**src/rtl/calc2_port_sched.sv**
```systemverilog
// Per-port request scheduler for one calc2 request port: tag allocation, the
// two-beat issue sequence, response matching and timeout retirement.
module calc2_port_sched #(
    parameter int TIMEOUT_CYCLES = 64
) (
    input  logic        c_clk,
    input  logic        reset,
    input  logic        req_valid,
    output logic        req_ready,
    input  logic [3:0]  req_cmd,
    input  logic [31:0] req_op1,
    input  logic [31:0] req_op2,
    output logic [3:0]  port_cmd,
    output logic [31:0] port_data,
    output logic [1:0]  port_tag,
    input  logic [1:0]  out_resp,
    input  logic [1:0]  out_tag,
    input  logic [31:0] out_data,
    output logic        cpl_valid,
    output logic [1:0]  cpl_tag,
    output logic [3:0]  cpl_cmd,
    output logic [1:0]  cpl_resp,
    output logic [31:0] cpl_data,
    output logic        cpl_timeout,
    output logic        tag_err,
    output logic [2:0]  outstanding
);

    typedef enum logic [1:0] {IDLE, OP1, OP2} state_t;

    // A tag retires on the edge where its count would reach TIMEOUT_CYCLES,
    // so the strobe appears exactly TIMEOUT_CYCLES edges after acceptance.
    localparam logic [7:0] TMO_LAST = 8'(TIMEOUT_CYCLES - 1);
    localparam logic [7:0] TMO_SAT  = 8'(TIMEOUT_CYCLES);

    state_t      state, state_next;
    logic [3:0]  busy;
    logic [3:0]  cmd_q;
    logic [31:0] op1_q;
    logic [31:0] op2_q;
    logic [1:0]  tag_q;
    logic [3:0]  tag_cmd [4];
    logic [7:0]  cnt [4];

    logic        accept;
    logic [1:0]  alloc_tag;
    logic [3:0]  alloc_mask;
    logic [3:0]  free_mask;
    logic [3:0]  eligible;
    logic        resp_hit;
    logic        tmo_fire;
    logic [1:0]  tmo_tag;

    assign req_ready = !reset && (state == IDLE || state == OP2) && !(&busy);
    assign accept    = req_valid && req_ready;
    assign resp_hit  = (out_resp != 2'd0) && busy[out_tag];
    assign tmo_fire  = |eligible;

    assign outstanding = {2'b00, busy[0]} + {2'b00, busy[1]}
                       + {2'b00, busy[2]} + {2'b00, busy[3]};

    always_comb begin
        alloc_tag = 2'd0;
        for (int i = 3; i >= 0; i--) begin
            if (!busy[i]) alloc_tag = 2'(i);
        end
    end

    always_comb begin
        eligible = 4'b0000;
        tmo_tag  = 2'd0;
        for (int i = 0; i < 4; i++) begin
            eligible[i] = busy[i] && (cnt[i] >= TMO_LAST);
        end
        for (int i = 3; i >= 0; i--) begin
            if (eligible[i]) tmo_tag = 2'(i);
        end
    end

    // A DUV response always takes the single completion slot ahead of timeouts.
    always_comb begin
        free_mask  = 4'b0000;
        alloc_mask = 4'b0000;
        if (resp_hit) begin
            free_mask[out_tag] = 1'b1;
        end else if (tmo_fire) begin
            free_mask[tmo_tag] = 1'b1;
        end
        if (accept) begin
            alloc_mask[alloc_tag] = 1'b1;
        end
    end

    always_comb begin
        state_next = state;
        case (state)
            IDLE:    if (accept) state_next = OP1;
            OP1:     state_next = OP2;
            OP2:     state_next = accept ? OP1 : IDLE;
            default: state_next = IDLE;
        endcase
    end

    always_comb begin
        port_cmd  = 4'd0;
        port_data = 32'd0;
        port_tag  = 2'd0;
        case (state)
            OP1: begin
                port_cmd  = cmd_q;
                port_data = op1_q;
                port_tag  = tag_q;
            end
            OP2: begin
                port_data = op2_q;
                port_tag  = tag_q;
            end
            default: ;
        endcase
    end

    always_ff @(posedge c_clk) begin
        if (reset) begin
            state       <= IDLE;
            busy        <= 4'b0000;
            cmd_q       <= 4'd0;
            op1_q       <= 32'd0;
            op2_q       <= 32'd0;
            tag_q       <= 2'd0;
            cpl_valid   <= 1'b0;
            cpl_tag     <= 2'd0;
            cpl_cmd     <= 4'd0;
            cpl_resp    <= 2'd0;
            cpl_data    <= 32'd0;
            cpl_timeout <= 1'b0;
            tag_err     <= 1'b0;
            for (int i = 0; i < 4; i++) begin
                cnt[i]     <= 8'd0;
                tag_cmd[i] <= 4'd0;
            end
        end else begin
            state <= state_next;
            busy  <= (busy & ~free_mask) | alloc_mask;

            for (int i = 0; i < 4; i++) begin
                if (alloc_mask[i] || free_mask[i]) begin
                    cnt[i] <= 8'd0;
                end else if (busy[i] && cnt[i] != TMO_SAT) begin
                    cnt[i] <= cnt[i] + 8'd1;
                end
            end

            if (accept) begin
                cmd_q              <= req_cmd;
                op1_q              <= req_op1;
                op2_q              <= req_op2;
                tag_q              <= alloc_tag;
                tag_cmd[alloc_tag] <= req_cmd;
            end

            tag_err   <= (out_resp != 2'd0) && !busy[out_tag];
            cpl_valid <= resp_hit || tmo_fire;
            if (resp_hit) begin
                cpl_tag     <= out_tag;
                cpl_cmd     <= tag_cmd[out_tag];
                cpl_resp    <= (out_resp == 2'd3) ? 2'd2 : out_resp;
                cpl_data    <= out_data;
                cpl_timeout <= 1'b0;
            end else if (tmo_fire) begin
                cpl_tag     <= tmo_tag;
                cpl_cmd     <= tag_cmd[tmo_tag];
                cpl_resp    <= 2'd0;
                cpl_data    <= 32'd0;
                cpl_timeout <= 1'b1;
            end else begin
                cpl_tag     <= 2'd0;
                cpl_cmd     <= 4'd0;
                cpl_resp    <= 2'd0;
                cpl_data    <= 32'd0;
                cpl_timeout <= 1'b0;
            end
        end
    end

endmodule

```
**config.mk**
```make
export PLATFORM = sky130hd
export DESIGN_NAME = calc2_port_sched
export DESIGN_NICKNAME = d
export VERILOG_FILES = /design/src/rtl/calc2_port_sched.sv
export SDC_FILE = /design/constraint.sdc
export NUM_CORES = 1
export LEC_CHECK = 0
export ABC_AREA = 1
export BUFFER_PORTS_ARGS = -buffer_cell sky130_fd_sc_hd__buf_2
export CAP_MARGIN = 20
export CELL_PAD_IN_SITES_DETAIL_PLACEMENT = 0
export CELL_PAD_IN_SITES_GLOBAL_PLACEMENT = 1
export CORE_MARGIN = 1
export CORE_UTILIZATION = 38
export CTS_CLUSTER_SIZE = 28
export DETAILED_ROUTE_END_ITERATION = 8
export PLACE_DENSITY = 0.77
export SETUP_SLACK_MARGIN = 0.15
export SKIP_CTS_REPAIR_TIMING = 1
export SLEW_MARGIN = 15
export SYNTH_ARGS = -nofsm -noshare
export SYNTH_HDL_FRONTEND = slang
export SYNTH_SLANG_ARGS = --single-unit
export TNS_END_PERCENT = 5
```
**constraint.sdc**
```tcl
create_clock -name c_clk -period 3.15 [get_ports c_clk]
set_input_delay 0.1575 -clock c_clk [delete_from_list [all_inputs] [get_ports c_clk]]
set_output_delay 0.1575 -clock c_clk [all_outputs]
set_load 0.05 [all_outputs]
```
==> impl_metrics.ini, run 1 <==
[status]
status = complete, but fails checks
violations = negative hold slack

[timing]
fin_crit_ns = 2.644
worst_pin_slew_ns = 0.8293
max_freq_ghz = 0.3782
clock_skew_ns = 0.009673
rsz0062_at_grt = no
slew_viol_final = 0
relSlewSlack = 0.4471
setup_tns_ns = 0
hold-worst-slack_ns = -0.03120
finalSetupViolCount = 0
hold_viol_final = 7
min_period_over_period = 0.8393

[clock_network]
clk_latency_ns = 0.43
h-tree-depth = 4
cts-root-buf = clkbuf_16
clock-sinks = 167
path_clk_slew_ns = 0.06
cts_made_buffers = 17
clockBufferDepth = 2
cts_tree = built

[pwr]
p_switching_uw = 1306
power_frac_seq = 0.459
clockPowerShare = 0.427
power.internal_uw = 3925
switching_share = 0.2496
peakVddDrop_mv = 0.3319
p_leak_uw = 0.004757
power_density_mw_per_mm2 = 515.7
power_uw = 5231
power_frac_comb = 0.113

[finish]
final_area_sq_mm = 0.01014
final_common_cell = nor2_1
fillers = 1813
drive_above_1_share = 0.2172
post-route-util = 0.5368
final_cell_mix = 234 x nor2_1, 191 x buf_2, 141 x nand2_1, 119 x dfxtp_1, 102 x inv_1
fin_nets = 1322
area_growth_pct = 37.02
num_antenna_cells = 0

[critical_path]
crit-reg2reg-launch = state[0]$_SDFFE_PP0P_
worst_r2r_path_depth = 13
startpoint_type = flop
worstSetupEndpointType = flop
path_common_cell = nor2_1
cp.required_ns = 3.17
crit_end = cnt[0][5]$_SDFFCE_PN0P_
cpMaxStageDelayCell = nand4_1
worstPathCellList = inv_1 > ha_1 > nor2_1 > nor2_1 > nand2_1 > nor2_4 > o21ai_1 > nor2_1 > inv_1 > nand2_1 > nor2_2 > nand2_4 > nand4_1
cp-startpoint = state[0]$_SDFFE_PP0P_
r2r_end = cnt[0][5]$_SDFFCE_PN0P_
reg2reg_slack_ns = 0.51
cp.arrival_ns = 2.66
crit_type = flop to flop
crit_path_max_fanout = 9
critPathMaxStageDelay_ns = 0.40

[drt]
wirelength_um = 19510
routed_via_density = 4.539
drt_iter0_drc = 353
route.detailed.drc = 0
wire_per_inst_um = 13.26
ant_nets = 0
first_pass_iters = 5
vias = 6677

[synthesis]
synth_cell_types = 39
syn-num-nets = 1051
synth_ff_type = dfxtp_1
yosysSeqAreaShare = 0.5166
synth_area_sq_mm = 0.007402
synth_edf_count = 48
async_flop_share = 0
ys.warnings.count = 0
syn_area_per_cell_sq_um = 7.985
synth_cells = 927
synth_seq_cells = 167

[die]
num_rows = 50
num_io_pins = 192
die_h_um = 141.6
core_area_sq_mm = 0.01889
initial_core_util = 0.3918
fp.dieW_um = 141.6
dieArea_sq_mm = 0.02004

[global_routing]
grt_overflow = 0
track_usage = 0.1871
busiest_layer = met2
grt_pass1_wl_um = 29570
met3_usage = 0.06716
grt_max_degree = 76
use_met1 = 0.2230
antenna_found_initial = 0
use_met2 = 0.3142
grt_pass1_vias = 6047

[place]
place_congestion = 0.8618
port_buffers = 191
place_area_sq_mm = 0.008591
dp_hpwl_um = 12820

[hold_path]
hold_class = primary input to flop

[flow_run]
drv_cap = 0
## flip-flops by register name, indices dropped and copies added, names as in the netlist
register,flops
busy,4
cmd_q,4
cnt,32
cpl_cmd,4
cpl_data,32
cpl_resp,2
cpl_tag,2
cpl_timeout,1
cpl_valid,1
op1_q,32
op2_q,32
state,2
tag_cmd,16
tag_err,1
tag_q,2
## how the worst min path moves through the flow
| stage | start | to | cells past startpoint |
|---|---|---|---|
| 5_1_grt | req_op2[19] | op2_q[19]$_SDFFE_PP0P_ | 3 |
| 3_5_place_dp | out_data[23] | cpl_data[23]$_SDFF_PP0_ | 3 |
| 4_1_cts | out_data[6] | cpl_data[6]$_SDFF_PP0_ | 3 |
| 6_report | req_op1[22] | op1_q[22]$_SDFFE_PP0P_ | 3 |
| 3_3_place_gp | out_data[7] | cpl_data[7]$_SDFF_PP0_ | 3 |
| 2_1_floorplan | out_tag[0] | cpl_tag[0]$_SDFF_PP0_ | 2 |
## cells by family after synthesis
logic type	after synthesis	synth area share
AOI/OAI and AO/OA	131	0.09483
xor gates and xnor gates	22	0.02603
adders and majority gates	17	0.02975
buffers and inverters	144	0.07488
DFF	167	0.5166
and+or+nand+nor	446	0.2579
## layer usage
layer	vias up	share of wire
met4	0	0.012
met2	166	0.49
met1	3032	0.44
met3	15	0.060
li1	3464	-
met5	-	0
## final cells by class
cell class	count	area, sq um	share of cell area
clock buffer	20	479.2	0.04725
clock inverter	12	161.4	0.01591
inverter	105	394.1	0.03886
multi-input combinational	616	3024	0.2982
sequential	167	3824	0.3770
tap	260	325.3	0.03208
timing repair buffer	291	1934	0.1907
## cells in the mapped netlist, types with 3 or more instances
library cell	count	area (sq um)
nor2_2	6	37.54
nor2_1	234	878.3
inv_1	103	386.6
nand4_1	5	31.28
clkbuf_1	26	97.59
dfxtp_1	119	2382
nand2_2	5	31.28
a22oi_1	6	45.04
edfxtp_1	48	1441
o21ai_1	4	20.02
ha_1	16	200.2
xor2_1	15	131.4
nor2_4	3	33.78
nand2_1	141	529.3
nand3_1	33	165.2
buf_2	11	55.05
a21oi_1	45	225.2
xnor2_1	7	61.31
o21ai_0	69	345.3
## through the flow
stage,setup slack [ns],hold slack [ns],instances
floorplan,0.8496,0.2678,927
global placement,0.5835,0.3700,1348
detailed placement,0.4639,0.3761,1348
CTS,0.4605,-0.08503,1380
global route,0.2466,0.001556,1471
finish,0.5062,-0.03120,1471
## worst max-delay path, delay by kind of cell, from the launching register on
family                   cells  cell delay [ns]
buffers and inverters        2             0.22
AND/OR/NAND/NOR              9             1.35
adder cells (fa/ha/maj)      1             0.20
flip-flops                   1             0.34
AO/OA/AOI/OAI                1             0.12
## power groups by stage
stage	Combinational, uW	Sequential [uW]	Clock, uW
after floorplan	308	2460	0
after global placement	505	2450	0
after detailed placement	506	2450	0
after CTS	509	2400	2280
after global routing	659	2420	2360
final	592	2400	2240
(Power assumes the default switching activity.)
==> inputs of run 2 (changes only) <==
==> constraint.sdc (replaced) <==
create_clock -name c_clk -period 2.63 [get_ports c_clk]
set_input_delay 0.1315 -clock c_clk [delete_from_list [all_inputs] [get_ports c_clk]]
set_output_delay 0.1315 -clock c_clk [all_outputs]
set_load 0.05 [all_outputs]
==> run 2 against run 1 <==
  * The flow now finishes without violations
  * Sequential cell count unchanged
  * Sequential power is 20% higher
  * First-iteration DRC count is 13% lower
  * Sequential share of layout area fell by 0.31 points
  * Critical path depth fell by 7
  * Final cell count is 1.2% higher
  * Non-clock buffer count up 18
  * Clock skew is 0.0012 ns lower
  * Die area is the same
  * Critical path type is now flop to output port
  * Largest power group unchanged
  * Highest routed layer unchanged
==> impl_metrics.ini, run 2 (synthesis gave the netlist of run 1 again) <==
[die]
core_area_sq_mm = 0.01889
fp.dieW_um = 141.6
dieArea_sq_mm = 0.02004
num_rows = 50
initial_core_util = 0.3918
num_io_pins = 192
die_h_um = 141.6

[pwr]
p_leak_uw = 0.004807
peakVddDrop_mv = 0.4961
power_density_mw_per_mm2 = 591.3
power_uw = 6046

[clock_network]
cts_made_buffers = 17
cts_tree = built
cts-root-buf = clkbuf_16
clock-sinks = 167
clockBufferDepth = 2
clk_latency_ns = 0.43
path_clk_slew_ns = 0.07
h-tree-depth = 4

[critical_path]
cpMaxStageDelayCell = fa_1
startpoint_type = flop
cp.required_ns = 2.50
crit_path_max_fanout = 6
critPathMaxStageDelay_ns = 0.57
worstPathCellList = inv_1 > fa_1 > inv_1 > ha_1 > ha_1 > buf_2
worstSetupEndpointType = output port
cp.arrival_ns = 2.31
crit_type = flop to output port

[finish]
drive_above_1_share = 0.2229
post-route-util = 0.5413
final_common_cell = nor2_1
layout.cells.non_filler = 1489
area_growth_pct = 38.15
fin_nets = 1340
num_antenna_cells = 0
final_cell_mix = 234 x nor2_1, 191 x buf_2, 141 x nand2_1, 119 x dfxtp_1, 102 x inv_1

[timing]
max_freq_ghz = 0.4103
worst_pin_slew_ns = 0.5917
clock_skew_ns = 0.008515
min_period_over_period = 0.9266
fin_crit_ns = 2.437
hold_viol_final = 0
rsz0062_at_grt = yes
setup_tns_ns = 0
slew_viol_final = 0
relSlewSlack = 0.6055
finalSetupViolCount = 0

[place]
port_buffers = 191
place_congestion = 0.8441
placed_cells = 1357
dp_hpwl_um = 12700

[global_routing]
grt_overflow = 0
antenna_found_initial = 0
grt_pass1_vias = 5968
grt_max_degree = 67
track_usage = 0.1848
grt_pass1_wl_um = 29190

[drt]
vias = 6724
routed_via_density = 4.516
ant_nets = 0
route.detailed.drc = 0
wire_per_inst_um = 13.21
first_pass_iters = 5
wirelength_um = 19670
drt_iter0_drc = 308

[status]
status = finished, final reports clean

[flow_run]
drv_cap = 0

[hold_path]
hold_class = primary input to flop
[run 2: cell type report]
| class | count | area [sq um] |
|---|---|---|
| inverter | 105 | 394.1 |
| clock inverter | 15 | 143.9 |
| clock buffer | 17 | 425.4 |
| timing repair buffer | 309 | 2090 |
| fill | 1836 | 8667 |
| sequential | 167 | 3824 |
| multi-input combinational | 616 | 3024 |
| tap | 260 | 325.3 |
[run 2: worst paths after layout]
check,to,startpoint,slack [ns],cells past startpoint
worst max register to register,cnt[3][4]$_SDFFCE_PN0P_,cnt[0][1]$_SDFFCE_PN0P_,0.29,8
worst max-delay path,outstanding[1],busy[0]$_SDFF_PP0_,0.19,6
worst min register to register,cmd_q[3]$_SDFFE_PP0P_,cmd_q[3]$_SDFFE_PP0P_,0.48,2
worst min-delay path,cpl_tag[1]$_SDFF_PP0_,out_tag[1],0.05,3
[run 2: where the power goes]
| group | internal [uW] | switching (uW) |
|---|---|---|
| clock network | 1270 | 1170 |
| registers | 2790 | 85.7 |
| logic | 303 | 427 |
| total | 4360 | 1680 |
[run 2: per-stage QoR]
stage	hold WS, ns	instance area (sq um)	setup slack [ns]
CTS	-0.1188	9228	0.1464
detailed placement	0.3494	8658	0.2470
global route	0.04003	10230	0.05626
global placement	0.3448	8658	0.3197
finish	0.04789	10230	0.1929
floorplan	0.2418	7402	0.3296
[run 2: worst max-delay path, delay by kind of cell, from the launching register on]
kind | cells | cell delay (ns)
fa+ha+maj | 3 | 1.00
buf+inv | 3 | 0.44
flops | 1 | 0.42
[run 2: metal layers]
metal | part of all wire | wire length [um] | global-route usage
met5 | 0 | 0 | 0
met4 | 0.014 | 280 | 0.06565
met3 | 0.062 | 1217 | 0.06277
met2 | 0.48 | 9536 | 0.3026
met1 | 0.44 | 8634 | 0.2259
